[src/rtl/key_pkg.sv]
// key_pkg
// Shared keycode types and the report-membership helper used by the key
// event queue and its FIFO.
//   KEY_W      keycode width; keycode 0 marks an empty report slot
//   NUM_SLOTS  keycode slots carried by one report
package key_pkg;

  localparam int KEY_W     = 8;
  localparam int NUM_SLOTS = 6;

  typedef logic [KEY_W-1:0]           keycode_t;
  typedef logic [NUM_SLOTS*KEY_W-1:0] report_t;

  localparam keycode_t KEY_NONE = '0;

  // True when keycode k occupies any slot of the report.
  function automatic bit in_report(keycode_t k, report_t report);
    bit found;
    found = 1'b0;
    for (int i = 0; i < NUM_SLOTS; i++) begin
      if (report[i*KEY_W +: KEY_W] == k) found = 1'b1;
    end
    return found;
  endfunction

endpackage

[src/rtl/key_event_fifo.sv]
// key_event_fifo
// DEPTH-entry keycode FIFO accepting up to NUM_WR writes and one read per
// cycle. A read frees its entry before the same cycle's writes are placed;
// writes that do not fit are dropped, lowest write index kept first, and
// stored entries are never overwritten.
// Ports:
//   Clk, Reset  clock and synchronous active-high reset
//   wr_valid    one strobe per write lane, lane 0 written first
//   wr_data     lane i keycode = wr_data[i*KEY_W +: KEY_W]
//   rd_en       pop the head when non-empty
//   head        head keycode, KEY_NONE when empty
//   empty       no entries stored
//   count       occupancy
//   drop        at least one write was discarded this cycle
module key_event_fifo
  import key_pkg::*;
#(
  parameter int DEPTH  = 8,
  parameter int NUM_WR = NUM_SLOTS + 1
) (
  input  logic                       Clk,
  input  logic                       Reset,
  input  logic [NUM_WR-1:0]          wr_valid,
  input  logic [NUM_WR*KEY_W-1:0]    wr_data,
  input  logic                       rd_en,
  output keycode_t                   head,
  output logic                       empty,
  output logic [$clog2(DEPTH+1)-1:0] count,
  output logic                       drop
);

  localparam int PTR_W = $clog2(DEPTH);
  localparam int CNT_W = $clog2(DEPTH + 1);

  keycode_t         mem_q [DEPTH];
  keycode_t         mem_d [DEPTH];
  logic [PTR_W-1:0] rd_ptr_q, rd_ptr_d;
  logic [PTR_W-1:0] wr_ptr_q, wr_ptr_d;
  logic [CNT_W-1:0] count_q, count_d;
  int               fill;

  // Pop first so its slot is free for this cycle's writes, then pack the
  // valid write lanes into consecutive entries while space remains.
  // DEPTH is a power of two, so the pointers wrap by plain overflow.
  always_comb begin
    mem_d    = mem_q;
    rd_ptr_d = rd_ptr_q;
    wr_ptr_d = wr_ptr_q;
    drop     = 1'b0;
    fill     = int'(count_q);
    if (rd_en && (count_q != '0)) begin
      rd_ptr_d = rd_ptr_q + PTR_W'(1);
      fill     = fill - 1;
    end
    for (int i = 0; i < NUM_WR; i++) begin
      if (wr_valid[i]) begin
        if (fill < DEPTH) begin
          mem_d[wr_ptr_d] = wr_data[i*KEY_W +: KEY_W];
          wr_ptr_d        = wr_ptr_d + PTR_W'(1);
          fill            = fill + 1;
        end else begin
          drop = 1'b1;
        end
      end
    end
    count_d = CNT_W'(fill);
  end

  // Pointer and occupancy registers.
  always_ff @(posedge Clk) begin
    if (Reset) begin
      rd_ptr_q <= '0;
      wr_ptr_q <= '0;
      count_q  <= '0;
    end else begin
      rd_ptr_q <= rd_ptr_d;
      wr_ptr_q <= wr_ptr_d;
      count_q  <= count_d;
    end
  end

  // Storage needs no reset: entries are only read while counted as valid.
  always_ff @(posedge Clk) begin
    mem_q <= mem_d;
  end

  assign empty = (count_q == '0);
  assign head  = empty ? KEY_NONE : mem_q[rd_ptr_q];
  assign count = count_q;

endmodule

[src/rtl/key_event_queue.sv]
// key_event_queue
// Turns each newly pressed key of a multi-slot keyboard report into one
// press event and queues the events for game logic, drained over a
// valid/ready handshake.
// Optional build macro KEY_EVENT_QUEUE_REPEAT_EN adds typematic repeat of
// the most recently pressed key (REPEAT_DELAY / REPEAT_PERIOD parameters).
// Ports:
//   Clk, Reset  clock and synchronous active-high reset
//   keycodes    current report, slot i = keycodes[i*KEY_W +: KEY_W]
//   key_out     head event keycode, 0 when empty
//   key_valid   an event is waiting
//   key_ready   consumer pops the head when key_valid is high
//   count       queued events
//   overflow    sticky: an event was dropped since reset
module key_event_queue
  import key_pkg::*;
#(
  parameter int DEPTH = 8
`ifdef KEY_EVENT_QUEUE_REPEAT_EN
  ,
  parameter int REPEAT_DELAY  = 30,
  parameter int REPEAT_PERIOD = 6
`endif
) (
  input  logic                       Clk,
  input  logic                       Reset,
  input  logic [NUM_SLOTS*KEY_W-1:0] keycodes,
  output logic [KEY_W-1:0]           key_out,
  output logic                       key_valid,
  input  logic                       key_ready,
  output logic [$clog2(DEPTH+1)-1:0] count,
  output logic                       overflow
);

`ifdef KEY_EVENT_QUEUE_REPEAT_EN
  localparam int NUM_WR = NUM_SLOTS + 1;
`else
  localparam int NUM_WR = NUM_SLOTS;
`endif

  report_t                  prev_q, prev_d;
  logic                     overflow_q, overflow_d;
  logic [NUM_SLOTS-1:0]     new_press;
  logic [NUM_WR-1:0]        wr_valid;
  logic [NUM_WR*KEY_W-1:0]  wr_data;
  logic                     fifo_drop;
  logic                     fifo_empty;

  // A slot fires when it holds a real key that was absent from the whole
  // previous report; a key repeated in several slots fires only from its
  // lowest slot. Comparing against the whole previous report means that
  // shuffling held keys between slots never fires.
  always_comb begin
    new_press = '0;
    for (int i = 0; i < NUM_SLOTS; i++) begin
      new_press[i] = (keycodes[i*KEY_W +: KEY_W] != KEY_NONE) &&
                     !in_report(keycodes[i*KEY_W +: KEY_W], prev_q);
      for (int j = 0; j < i; j++) begin
        if (keycodes[j*KEY_W +: KEY_W] == keycodes[i*KEY_W +: KEY_W]) new_press[i] = 1'b0;
      end
    end
  end

  // Previous report and sticky overflow. Clearing prev on reset makes every
  // key still held after reset fire once.
  always_comb begin
    prev_d     = keycodes;
    overflow_d = overflow_q | fifo_drop;
  end

  always_ff @(posedge Clk) begin
    if (Reset) begin
      prev_q     <= '0;
      overflow_q <= 1'b0;
    end else begin
      prev_q     <= prev_d;
      overflow_q <= overflow_d;
    end
  end

`ifdef KEY_EVENT_QUEUE_REPEAT_EN
  localparam int REP_MAX = (REPEAT_DELAY > REPEAT_PERIOD) ? REPEAT_DELAY : REPEAT_PERIOD;
  localparam int REP_W   = $clog2(REP_MAX + 1);

  keycode_t         trk_key_q, trk_key_d;
  logic             trk_active_q, trk_active_d;
  logic [REP_W-1:0] trk_cnt_q, trk_cnt_d;
  logic             trk_present;
  logic             rep_fire;
  keycode_t         newest;

  // The counter is loaded on a fresh press and counts down one per cycle;
  // the cycle it would reach zero the tracked key repeats and the counter
  // reloads with the period. Any fresh press retargets the tracker to the
  // highest-slot new key, even in a cycle where the old key repeats.
  always_comb begin
    newest = KEY_NONE;
    for (int i = 0; i < NUM_SLOTS; i++) begin
      if (new_press[i]) newest = keycodes[i*KEY_W +: KEY_W];
    end
    trk_present  = in_report(trk_key_q, keycodes);
    rep_fire     = trk_active_q && trk_present && (trk_cnt_q == REP_W'(1));
    trk_key_d    = trk_key_q;
    trk_active_d = trk_active_q;
    trk_cnt_d    = trk_cnt_q;
    if (|new_press) begin
      trk_key_d    = newest;
      trk_active_d = 1'b1;
      trk_cnt_d    = REP_W'(REPEAT_DELAY);
    end else if (trk_active_q) begin
      if (!trk_present) begin
        trk_active_d = 1'b0;
      end else if (rep_fire) begin
        trk_cnt_d = REP_W'(REPEAT_PERIOD);
      end else begin
        trk_cnt_d = trk_cnt_q - REP_W'(1);
      end
    end
  end

  // Repeat tracker state.
  always_ff @(posedge Clk) begin
    if (Reset) begin
      trk_key_q    <= KEY_NONE;
      trk_active_q <= 1'b0;
      trk_cnt_q    <= '0;
    end else begin
      trk_key_q    <= trk_key_d;
      trk_active_q <= trk_active_d;
      trk_cnt_q    <= trk_cnt_d;
    end
  end

  // The repeat lane sits above the slots so it lands after fresh presses.
  assign wr_valid = {rep_fire, new_press};
  assign wr_data  = {trk_key_q, keycodes};
`else
  assign wr_valid = new_press;
  assign wr_data  = keycodes;
`endif

  key_event_fifo #(
    .DEPTH (DEPTH),
    .NUM_WR(NUM_WR)
  ) u_fifo (
    .Clk     (Clk),
    .Reset   (Reset),
    .wr_valid(wr_valid),
    .wr_data (wr_data),
    .rd_en   (key_ready),
    .head    (key_out),
    .empty   (fifo_empty),
    .count   (count),
    .drop    (fifo_drop)
  );

  assign key_valid = !fifo_empty;
  assign overflow  = overflow_q;

endmodule

[config.mk]
export PLATFORM = sky130hd
export DESIGN_NAME = key_event_queue
export DESIGN_NICKNAME = d
export VERILOG_FILES = /design/src/rtl/key_pkg.sv /design/src/rtl/key_event_fifo.sv /design/src/rtl/key_event_queue.sv
export SDC_FILE = /design/constraint.sdc
export NUM_CORES = 1
export LEC_CHECK = 0
export CORE_MARGIN = 2
export CORE_UTILIZATION = 60
export CTS_CLUSTER_SIZE = 8
export DETAILED_ROUTE_END_ITERATION = 6
export PLACE_DENSITY = 0.82
export SYNTH_ARGS = -nofsm -noshare
export SYNTH_HDL_FRONTEND = slang
export SYNTH_SLANG_ARGS = --single-unit
[constraint.sdc]
create_clock -name Clk -period 8.3 [get_ports Clk]
set_clock_uncertainty 0.2 [all_clocks]
set_input_delay 1.66 -clock Clk [delete_from_list [all_inputs] [get_ports Clk]]
set_output_delay 1.66 -clock Clk [all_outputs]
set_load 0.02 [all_outputs]
Word-level counts from Yosys, hierarchy flattened

Index checks and enable logic that the tools add are counted.

Add/subtract/negate cells: 14
$mul: 0
Divide/modulo/power cells: 0
Order comparisons: 19
Equal/unequal tests: 51
Shift-type cells: 0
Multiplexer cells: 122
Bitwise logic cells: 8
Reductions and logical operators: 28

Operator list:

| cell                                                | count |
|---|---|
| two-way mux 64 bit                                  | 12 |
| equality test 8 bit                                 | 51 |
| bitwise mux 64 bit                                  | 6 |
| two-way mux 32 bit                                  | 11 |
| < comparator 32 x 5 -> 1 bit, second input constant | 6 |
| adder 32 x 2 -> 32 bit, second input constant       | 5 |
| demux 8 bit (select 3 bit)                          | 6 |
| two-way mux 8 bit                                   | 9 |
| two-way mux 1 bit                                   | 63 |
| nonzero test 8 bit                                  | 6 |
| two-way mux 3 bit                                   | 12 |
| >= comparator 4 bit, second input constant          | 7 |
| inverter 3 -> 4 bit                                 | 7 |
| binary-select mux 8 bit (select 3 bit)              | 1 |
| < comparator 4 x 1 -> 1 bit, second input constant  | 6 |
| adder 3 x 1 -> 3 bit, second input constant         | 7 |
| logical AND 1 bit                                   | 13 |
| two-way mux 4 bit                                   | 2 |
| zero test 1 bit                                     | 7 |
| subtractor 4 x 1 -> 5 bit, second input constant    | 1 |
| adder 4 x 2 -> 4 bit, second input constant         | 1 |
| zero test 4 bit                                     | 1 |
| nonzero test 4 bit                                  | 1 |
| OR 1 bit                                            | 1 |

Flip-flop bits (word level): 123
Bits in latches: 0
Bits in writable memories: 0
ROM bits: 0
Input bits: 51
Output and inout bits: 14
Memories: 0

Logic depth before layout (Yosys ltp)

Gate-level depths: netlist of the first run.

Word-level depth: 30
Mapped depth: 25
Mapped depth without buffers: 23

Modules after synthesis

A second synthesis of the first run with hierarchy kept.

Cells, all modules: 1819
Area, all modules: 15606.2 µm²

By module, submodules not included:

| module          | instances | cells each | area an instance (µm²) |
|---|---|---|---|
| key_event_fifo  | 1         | 1036       | 8994.9 |
| key_event_queue | 1         | 783        | 6611.3 |

Worst setup path after synthesis of the first run

OpenSTA, ideal clock, no wires.

Kind: input to register
Start point: input key_ready
End point: register u_fifo.mem_q[10] (netlist bit)
Setup time: 0.121 ns
Data arrival time: 6.954 ns
Data required time: 7.979 ns
Setup slack: 1.025 ns
Stages: 22
Cell sequence: nor4b_2 > mux2_1 > nor4_4 > nand2_2 > buf_2 > xor2_1 > inv_1 > ha_1 > mux2i_4 > buf_2 > inv_1 > ha_1 > nand2_1 > o21ai_0 > ha_1 > mux2i_1 > inv_2 > ha_1 > o211ai_1 > xor2_2 > nand3_1 > mux2_2

RTL lines:

| what                 | line                  | text |
|---|---|---|
| from (decl)          | key_event_queue.sv:30 | `input logic key_ready,` |
| to (signal assigned) | key_event_fifo.sv:84  | `mem_q <= mem_d;` |
| to (decl)            | key_event_fifo.sv:35  | `keycode_t mem_q [DEPTH];` |

==> metrics, run 1 <==
Syn Inst Count about 1.6k; drt wl/cell 29.4 microns; Critical-path top delay cell clkdlybuf4s50_1; CP Max Fanout 13; Period Utilization, post-route 94.3%; TNS Setup 0 ps; global-route wire length before repair 85400 microns; min cycle time layout 7830 ps; setup bufs post-CTS 0; vias per cell 7.06; Tot GR Track Use 43.4%; arrival time worst endpoint approximately 8000 ps; Cell Area, Synth 15200 sq um; final-report setup violation count 0; Slew Viols, Final 0; CTS tree built; clock latency on the worst-skew pair 440 ps; nets@finish 1679; post-route antenna net violation count 0; final wirelength 57500 microns; synthesis-to-finish area growth 10.2%; Post-Synthesis Net Count 1683; synth unique cells approximately 80; commonest non-fill, non-tap cell in the layout mux2_2; most frequent cells in the layout mux2_2, xnor2_1, xor2_1; WS Path Type in2reg; WP buf/inv 2; Least-Margin Pin Slew 1210 ps; Clock Pin Slew Worst Setup and Hold Paths 70 ps; clock buffer depth 2; row count between 50 and 60; initial antenna violation count 0; synthesized flop and latch total 123; Highest Clock Rate 128 MHz; clock sinks 123; I/O Buffers 64; final hold violations 0; vias in the first global route between 10k and 15k; die height 163 microns; ys async rst share 0%; residual DRC count 0; area of the core 25000 sq um; CTS Root Cell clkbuf_16; prevailing post-synth register cell dfxtp_1; Setup crit end kind flip-flop; run status finished clean; HP Class reg2reg; total grt overflow 0; initial core utilization 60.7%; crit-path max cell delay ~860 ps; post_cts resized 0; share of layout cells above drive strength 1 roughly a third; Yosys Warn Count 0; register area share after synthesis 16.2%; DPL Wire Length 38200 microns; CTS Buf Count 17; total die area 26600 sq um; I/O pins 65; Mean Syn Cell Area approximately 9.4 sq um; critical path cell sequence clkdlybuf4s50_1 -> buf_4 -> nor4_1 -> nand2_1 -> o2111a_1 -> nand2_2 -> mux2_2 -> ha_1 -> mux2_2 -> ha_1 -> nand2_1 -> a21bo_2 -> ha_1 -> xnor3_1 -> a2bb2oi_1 -> o21a_1 -> nand3_1 -> mux2_2; Worst slew margin 19.2%; hold_buf cts 0; largest net degree at the start of global routing 60; routability cong. 1.01; First-pass DRT Iterations 6; Die X ~160 microns; Post-synth EDFFs 0; # Max-Cap Violations 0; H-Tree Depth 4; CP required 8420 ps; CP delay by family, top simple AND/OR/NAND/NOR gates; via count 13.8k; unrepaired setup endpoints after global routing false; Startpoint Class primary input; Initial DRC Count 2171
-- area by class of cell --
cell class | count | area, sq um
clock inverters | 13 | 213
fillers | 1935 | 8300
clock buffers | 19 | 453
multi-input cells | 1300 | 11800
inverters | 15 | 58.8
flip-flops and latches | 123 | 2460
diodes | 1 | 2.50
repair buffers | 157 | 1320
well taps | 330 | 413
-- synthesized netlist by cell type (4+ instances only) --
master / count / area share (%)
nand4_1: 69 / 2.8
inv_1: 11 / 0.27
clkbuf_1: 68 / 1.7
nor2_1: 43 / 1.1
o2111ai_1: 5 / 0.29
nor4_1: 62 / 2.6
mux2i_1: 19 / 1.3
dfxtp_1: 123 / 16
nor3_4: 4 / 0.43
and4_1: 5 / 0.29
o211ai_1: 6 / 0.30
mux4_2: 16 / 2.4
nand2_1: 37 / 0.91
ha_1: 14 / 1.2
mux2_2: 329 / 24
nor3_1: 9 / 0.30
buf_1: 20 / 0.49
buf_6: 8 / 0.59
nor4_4: 5 / 0.70
and3_1: 6 / 0.25
o21a_1: 4 / 0.20
buf_2: 72 / 2.4
a21oi_1: 20 / 0.66
o21ai_0: 16 / 0.53
nand3_1: 14 / 0.46
xor2_1: 190 / 11
nor2b_1: 51 / 2.1
mux2_1: 62 / 4.6
xnor3_1: 5 / 0.74
xnor2_1: 239 / 14
buf_4: 9 / 0.44
-- worst register-to-register path, stage by stage, from the launching register on --
cell,delay (ps)
dfxtp_1,360
inv_1,110
ha_1,200
nor3b_4,720
inv_2,140
nand2_2,180
xnor2_1,190
inv_1,140
ha_1,320
mux2_2,290
ha_1,350
mux2_2,300
ha_1,290
nand2_1,90
a21bo_2,250
ha_1,210
xnor3_1,360
a2bb2oi_1,260
o21a_1,450
nand3_1,620
mux2_2,520
-- sequential cells by signal, indices dropped and copies added, names as in the netlist --
signal / count
u_fifo.count: 4
u_fifo.rd_ptr_q: 3
prev_q: 48
u_fifo.wr_ptr_q: 3
overflow: 1
u_fifo.mem_q: 64
-- path summary, 6_finish.rpt --
path,start,endpoint,slack [ps],cells past startpoint
max,keycodes[2],u_fifo.mem_q[39]$_DFF_P_,470,18
min,overflow$_SDFF_PP0_,overflow$_SDFF_PP0_,370,3
max reg2reg,u_fifo.count[0]$_SDFF_PP0_,u_fifo.mem_q[39]$_DFF_P_,1630,20
min reg2reg,overflow$_SDFF_PP0_,overflow$_SDFF_PP0_,370,3
-- layer usage --
layer,global-route usage [%],vias up,wire (microns)
met1,52.2,6582,20500
met5,0,-,0
met2,64.9,1171,24200
li1,-,5683,-
met3,14.3,394,7900
met4,31.4,0,4860
-- stage by stage --
step	cell area (sq um)	hold slack (ps)	worst slack (ps)	instances	utilization (%)
4_1_cts	16700	375	679	1957	66.8
5_1_grt	16700	433	291	1957	66.8
6_report	16700	372	469	1958	66.8
3_3_place_gp	16100	354	389	1925	64.2
3_5_place_dp	16100	352	232	1925	64.2
2_1_floorplan	15200	407	1030	1618	-
-- cell families (layout without fill, tap and decap cells) --
kind of cell	Yosys count	count (layout)	share of synthesized area, %
and+or+nand+nor	336	336	13.6
muxes	427	427	32.8
buffers and inverters	195	204	6.07
AOI/OAI and AO/OA	83	83	3.82
other	0	1	0
adders and majority gates	14	14	1.15
DFF	123	123	16.2
xor gates and xnor gates	440	440	26.3
Power of run 1 is left out: the tool's default activity adds up to more than one toggle a clock period on the data nets, which glitch-free logic cannot reach.
==> inputs of run 2 (changes only) <==
CORE_MARGIN = 3   (was 2)
==> run 2 against run 1 <==
Effect of this change:
- non-clock buffer count down 4
- cell area fell by 0.50%
- fmax is 1.2% lower
- first-iteration DRC count rose by 17%
- die area rose by 2.5%
==> metrics, run 2 (synthesized netlist as in run 1, its figures left out) <==
arrival time worst endpoint 8030 ps (was 7950 ps); hold_buf cts 0 (unchanged); WS Path Type in2reg (unchanged); CTS Buf Count 17 (unchanged); Critical-path top delay cell clkdlybuf4s50_1 (unchanged); post_cts resized 0 (unchanged); # Max-Cap Violations 0 (unchanged); Highest Clock Rate 126 MHz (was 128 MHz); residual DRC count 0 (unchanged); synthesis-to-finish area growth 9.60% (was 10.2%); run status finished clean (unchanged); initial core utilization 61.7% (was 60.7%); crit-path max cell delay 850 ps (was 860 ps); Clock Pin Slew Worst Setup and Hold Paths 60 ps (was 70 ps); register area 2460 sq um (unchanged); final wirelength 57900 microns (was 57500 microns); Fill cells 1823 (was 1935); Largest register FFs 64 (unchanged); R2R depth 20 (unchanged); clock latency on the worst-skew pair 430 ps (was 440 ps); HP Class reg2reg (unchanged); share of layout cells above drive strength 1 30.9% (was 31.3%); Tot GR Track Use 41.9% (was 43.4%); First-pass DRT Iterations 7 (was 6); initial antenna violation count 1 (was 0); unrepaired setup endpoints after global routing false (unchanged); die height 165 microns (was 163 microns); worst flop-to-flop path endpoint u_fifo.mem_q[40]$_DFF_P_ (was u_fifo.mem_q[39]$_DFF_P_); most frequent cells in the layout mux2_2, xnor2_1, xor2_1 (unchanged); met2 wire length 23500 microns (was 24200 microns); largest net degree at the start of global routing 60 (unchanged); setup bufs post-CTS 0 (unchanged); H-Tree Depth 4 (unchanged); WP buf/inv 2 (unchanged); Worst slew margin 13.6% (was 19.2%); clock buffer depth 2 (unchanged); reg2reg setup slack 1660 ps (was 1630 ps); row count 57 (was 58); Setup crit end kind flip-flop (unchanged); Least-Margin Pin Slew 1290 ps (was 1210 ps); Slew Viols, Final 0 (unchanged); vias in the first global route 13.8k (was 13.9k); DPL Wire Length 38400 microns (was 38200 microns); final hold violations 0 (unchanged); vias per cell 7.19 (was 7.06); CP delay by family, top simple AND/OR/NAND/NOR gates (unchanged); area of the core 24600 sq um (was 25000 sq um); end of the critical path u_fifo.mem_q[40]$_DFF_P_ (was u_fifo.mem_q[39]$_DFF_P_); critical path depth in cells 18 (unchanged); M1 WL 20300 microns (was 20500 microns); Detail Route met3 WL 9410 microns (was 7900 microns); CTS tree built (unchanged); CP required 8410 ps (was 8420 ps); via count 14.0k (was 13.8k); max layer used met5 (was met4); total grt overflow 0 (unchanged); Initial DRC Count 2539 (was 2171); critical path cell sequence clkdlybuf4s50_1 -> xor2_1 -> nor4_1 -> nand2_1 -> o2111a_1 -> nand2_2 -> mux2_2 -> ha_1 -> nor3b_1 -> nand4_1 -> nand3_1 -> a211oi_4 -> buf_4 -> nand2_2 -> xnor2_4 -> nand4_1 -> mux2_2 -> mux2_2 (was clkdlybuf4s50_1 -> buf_4 -> nor4_1 -> nand2_1 -> o2111a_1 -> nand2_2 -> mux2_2 -> ha_1 -> mux2_2 -> ha_1 -> nand2_1 -> a21bo_2 -> ha_1 -> xnor3_1 -> a2bb2oi_1 -> o21a_1 -> nand3_1 -> mux2_2); crit path from keycodes[5] (was keycodes[2]); drt wl/cell 29.7 microns (was 29.4 microns); CP dominant cell by count mux2_2; Die X 165 microns (was 163 microns); final-report setup violation count 0 (unchanged); Startpoint Class primary input (unchanged); CP Max Fanout 13 (unchanged); clock sinks 123 (unchanged); CTS Root Cell clkbuf_16 (unchanged); global-route wire length before repair 85100 microns (was 85400 microns); multi-input logic area 11800 sq um (unchanged); total die area 27300 sq um (was 26600 sq um); I/O pins 65 (unchanged); Period Utilization, post-route 95.5% (was 94.3%); commonest non-fill, non-tap cell in the layout mux2_2 (unchanged); min cycle time layout 7930 ps (was 7830 ps); Largest Register u_fifo.mem_q (unchanged); I/O Buffers 64 (unchanged); routability cong. 1.08 (was 1.01); FF-to-FF Start u_fifo.count[0]$_SDFF_PP0_ (unchanged); TNS Setup 0 ps (unchanged); post-route antenna net violation count 0 (unchanged); nets@finish 1675 (was 1679)
[run 2: cell count changes in the layout (fill, tap and decap cells not counted), sizes merged]
cell and change:
buf -6, bufinv -2, clkbuf +1, clkdlybuf4s50 +3, clkinv +2, clkinvlp +1
inv -3
[run 2: how the worst min path moves through the flow]
stage / startpoint / end / slack (ps) / cells after the start
after floorplan: u_fifo.rd_ptr_q[1]$_SDFFE_PP0N_ / u_fifo.rd_ptr_q[1]$_SDFFE_PP0N_ / 410 / 3
after global placement: overflow$_SDFF_PP0_ / overflow$_SDFF_PP0_ / 380 / 3
after detailed placement: overflow$_SDFF_PP0_ / overflow$_SDFF_PP0_ / 360 / 3
after CTS: overflow$_SDFF_PP0_ / overflow$_SDFF_PP0_ / 390 / 3
after global routing: overflow$_SDFF_PP0_ / overflow$_SDFF_PP0_ / 450 / 3
final: overflow$_SDFF_PP0_ / overflow$_SDFF_PP0_ / 390 / 3
[run 2: routing by layer]
layer | vias to the layer above | GRT usage [%]
li1 | 5671 | -
met1 | 6603 | 50.3
met2 | 1308 | 59.8
met3 | 427 | 19.0
met4 | 2 | 27.8
met5 | - | 0
[run 2: area by class of cell]
| class | count | share of cell area, % |
|---|---|---|
| tap | 324 | 2.43 |
| clock buffer | 21 | 2.77 |
| antenna | 1 | 0.0150 |
| multi-input combinational | 1300 | 70.9 |
| sequential | 123 | 14.8 |
| inverter | 15 | 0.353 |
| clock inverter | 11 | 0.864 |
| timing repair buffer | 153 | 7.83 |
[run 2: metrics by stage]
| stage | cell area (sq um) | instances | hold WS, ps | utilization [%] | setup slack [ps] |
|---|---|---|---|---|---|
| final | 16600 | 1948 | 390 | 67.7 | 373 |
| after global routing | 16600 | 1947 | 445 | 67.7 | 229 |
| after CTS | 16600 | 1947 | 393 | 67.7 | 605 |
| after detailed placement | 16000 | 1915 | 363 | 65.2 | 214 |
| after global placement | 16000 | 1915 | 379 | 65.2 | 388 |
| after floorplan | 15200 | 1618 | 407 | - | 1030 |
[run 2: tightest hold or removal path, stage by stage (launching register included)]
cell and delay [ps]:
dfxtp_1 330, a21oi_1 40, o21ai_0 60, nor2b_1 120
Power of run 2 is left out for the same reason.
==> inputs of run 3 (changes only) <==
CORE_UTILIZATION = 57   (was 60)
SETUP_SLACK_MARGIN = 0.2   (was unset)
clock period = 6.9 ns   (was 8.3 ns; I/O delays follow)
==> run 3 against run 2 <==
Effect of this change:
- the flow now finishes with violations (DRC)
- via count rose by 1.1%
- register-to-register slack got worse by 820 ps
- hold slack improved by 23 ps
- non-clock buffer count rose by 57
- sequential cell count did not move
- first-iteration DRC count fell by 20%
- worst setup slack got worse by 0.81 ps
- critical path depth rose by 6
- die area rose by 5.1%
- wire length rose by 0.47%
- clock-buffer cell count rose by 1
- cell area rose by 4.1%
- largest cell class unchanged
==> metrics, run 3 (synthesized netlist as in run 1, its figures left out) <==
area of the core 26100 sq um (was 24600 sq um); Initial DRC Count 2036 (was 2539); DPL Wire Length 40000 microns (was 38400 microns); HP Class reg2reg (unchanged); crit-path max cell delay 460 ps (was 850 ps); WP buf/inv 7 (was 2); Highest Clock Rate 153 MHz; Non-Filler Instances 2015 (was 1948); clock latency on the worst-skew pair 440 ps (was 430 ps); share of layout cells above drive strength 1 33.9% (was 30.9%); CP required 7020 ps (was 8410 ps); largest net degree at the start of global routing 60 (unchanged); hold wc startpoint overflow$_SDFF_PP0_ (unchanged); Period Utilization, post-route 94.6%; I/O pins 65 (unchanged); # Max-Cap Violations 0 (unchanged); placed cells 1977 (was 1915); CTS Root Cell clkbuf_16 (unchanged); CTS tree built (unchanged); clock sinks 123 (unchanged); Die X 169 microns (was 165 microns); CP dominant cell by count buf_12 (was mux2_2); most frequent cells in the layout mux2_2, xnor2_1, xor2_1 (unchanged); final wirelength 58200 microns (was 57900 microns); Largest Register u_fifo.mem_q (unchanged); hold slack 413 ps (was 390 ps); routability cong. 1.06 (was 1.08); residual DRC count 3 (was 0); row count 59 (was 57); final-report setup violation count 0 (unchanged); drt wl/cell 28.9 microns (was 29.7 microns); via count 14.2k (was 14.0k); final hold violations 0 (unchanged); H-Tree Depth 4 (unchanged); failing checks DRC; total grt overflow 0 (unchanged); run status finished, violations left (was finished clean); Least-Margin Pin Slew 1350 ps (was 1290 ps); met2 wire length 23900 microns (was 23500 microns); unrepaired setup endpoints after global routing false (unchanged); WS Path Type in2reg (unchanged); design area 17300 sq um (was 16600 sq um); Largest register FFs 64 (unchanged); Detail Route met3 WL 8220 microns (was 9410 microns); synthesis-to-finish area growth 14.2% (was 9.60%); clock buffer depth 2 (unchanged); Startpoint Class primary input (unchanged); fin util 66.4% (was 67.7%); M1 WL 21000 microns (was 20300 microns); initial antenna violation count 0 (was 1); nets@finish 1732 (was 1675); First-pass DRT Iterations 7 (unchanged); I/O Buffers 64 (unchanged); post-route antenna net violation count 0 (unchanged); CP delay by family, top buffers and inverters (was simple AND/OR/NAND/NOR gates); CP Max Fanout 14 (was 13); vias per cell 7.03 (was 7.19); CTS Buf Count 17 (unchanged); initial core utilization 58.1% (was 61.7%); Tot GR Track Use 39.3% (was 41.9%); Worst slew margin 10.0% (was 13.6%); Critical-path top delay cell clkdlybuf4s50_1 (unchanged); vias in the first global route 14.0k (was 13.8k); min cycle time layout 6530 ps; Area after DPL 16600 sq um (was 16000 sq um); arrival time worst endpoint 6650 ps (was 8030 ps); hold_buf cts 0 (unchanged); max layer used met4 (was met5); Fill cells 1993 (was 1823); crit path from keycodes[4] (was keycodes[5]); commonest non-fill, non-tap cell in the layout mux2_2 (unchanged); die height 169 microns (was 165 microns); Setup crit end kind flip-flop (unchanged); antenna cells 0 (was 1); total die area 28600 sq um (was 27300 sq um); FF-to-FF Start u_fifo.count[0]$_SDFF_PP0_ (unchanged); Slew Viols, Final 0 (unchanged); critical path cell sequence clkdlybuf4s50_1 -> buf_12 -> xor2_1 -> nor4_2 -> nand2_1 -> o2111a_1 -> nand2_4 -> mux2_2 -> ha_1 -> buf_4 -> nor3b_1 -> nand4_1 -> nand3_1 -> a211oi_4 -> buf_4 -> mux2i_4 -> inv_4 -> ha_1 -> o211ai_1 -> xor2_2 -> buf_12 -> nor3_4 -> buf_12 -> mux2_2 (was clkdlybuf4s50_1 -> xor2_1 -> nor4_1 -> nand2_1 -> o2111a_1 -> nand2_2 -> mux2_2 -> ha_1 -> nor3b_1 -> nand4_1 -> nand3_1 -> a211oi_4 -> buf_4 -> nand2_2 -> xnor2_4 -> nand4_1 -> mux2_2 -> mux2_2); reg2reg setup slack 840 ps (was 1660 ps); global-route wire length before repair 85800 microns (was 85100 microns); Clock Pin Slew Worst Setup and Hold Paths 60 ps (about the same)
-- run 3: cell types whose count changed in the layout (fill, tap and decap cells not counted), sizes merged --
cell / previous run / this run
clkinv: 5 / 4
clkdlybuf4s50: 63 / 60
clkinvlp: 4 / 5
dlymetal6s2s: 0 / 3
clkbuf: 21 / 22
bufinv: 3 / 2
buf: 90 / 147
diode: 1 / 0
-- run 3: path summary, 6_finish.rpt --
check	endpoint	depth (start not counted)
min	overflow$_SDFF_PP0_	3
min reg2reg	overflow$_SDFF_PP0_	3
max	u_fifo.mem_q[55]$_DFF_P_	24
max reg2reg	u_fifo.mem_q[55]$_DFF_P_	26
-- run 3: what timing repair did --
action | in CTS | in global routing
setup endpoints to repair | 0 | 49
buffers inserted | 0 | 6
resized for setup | 0 | 12
-- run 3: per-layer routing --
layer	GRT usage (%)	vias to the layer above
li1	-	5790
met4	27.3	0
met5	0	-
met2	58.1	1321
met3	11.6	435
met1	49.1	6622
-- run 3: metrics by stage --
stage	worst slack (ps)	TNS (ps)
3_3_place_gp	-47.4	-432
3_5_place_dp	-179	-4430
4_1_cts	229	0
6_report	372	0
5_1_grt	110	0
2_1_floorplan	201	0
-- run 3: final cells by class --
| type | instances | area (sq um) | area share, % |
|---|---|---|---|
| Clock buffer | 22 | 474 | 2.73 |
| Clock inverter | 10 | 116 | 0.671 |
| Inverter | 15 | 61.3 | 0.354 |
| Multi-Input combinational cell | 1300 | 11900 | 68.6 |
| Sequential cell | 123 | 2460 | 14.2 |
| Tap cell | 335 | 419 | 2.42 |
| Timing Repair Buffer | 210 | 1910 | 11.0 |
-- run 3: worst register-to-register path: cells and delay by family (launching register included) --
family	cells	cell delay [ps]
and+or+nand+nor	6	980
xor gates and xnor gates	2	470
DFF	1	440
adders and majority gates	4	1070
muxes	3	920
buffers and inverters	9	1400
AOI/OAI and AO/OA	2	470
Power of run 3 is left out for the same reason.
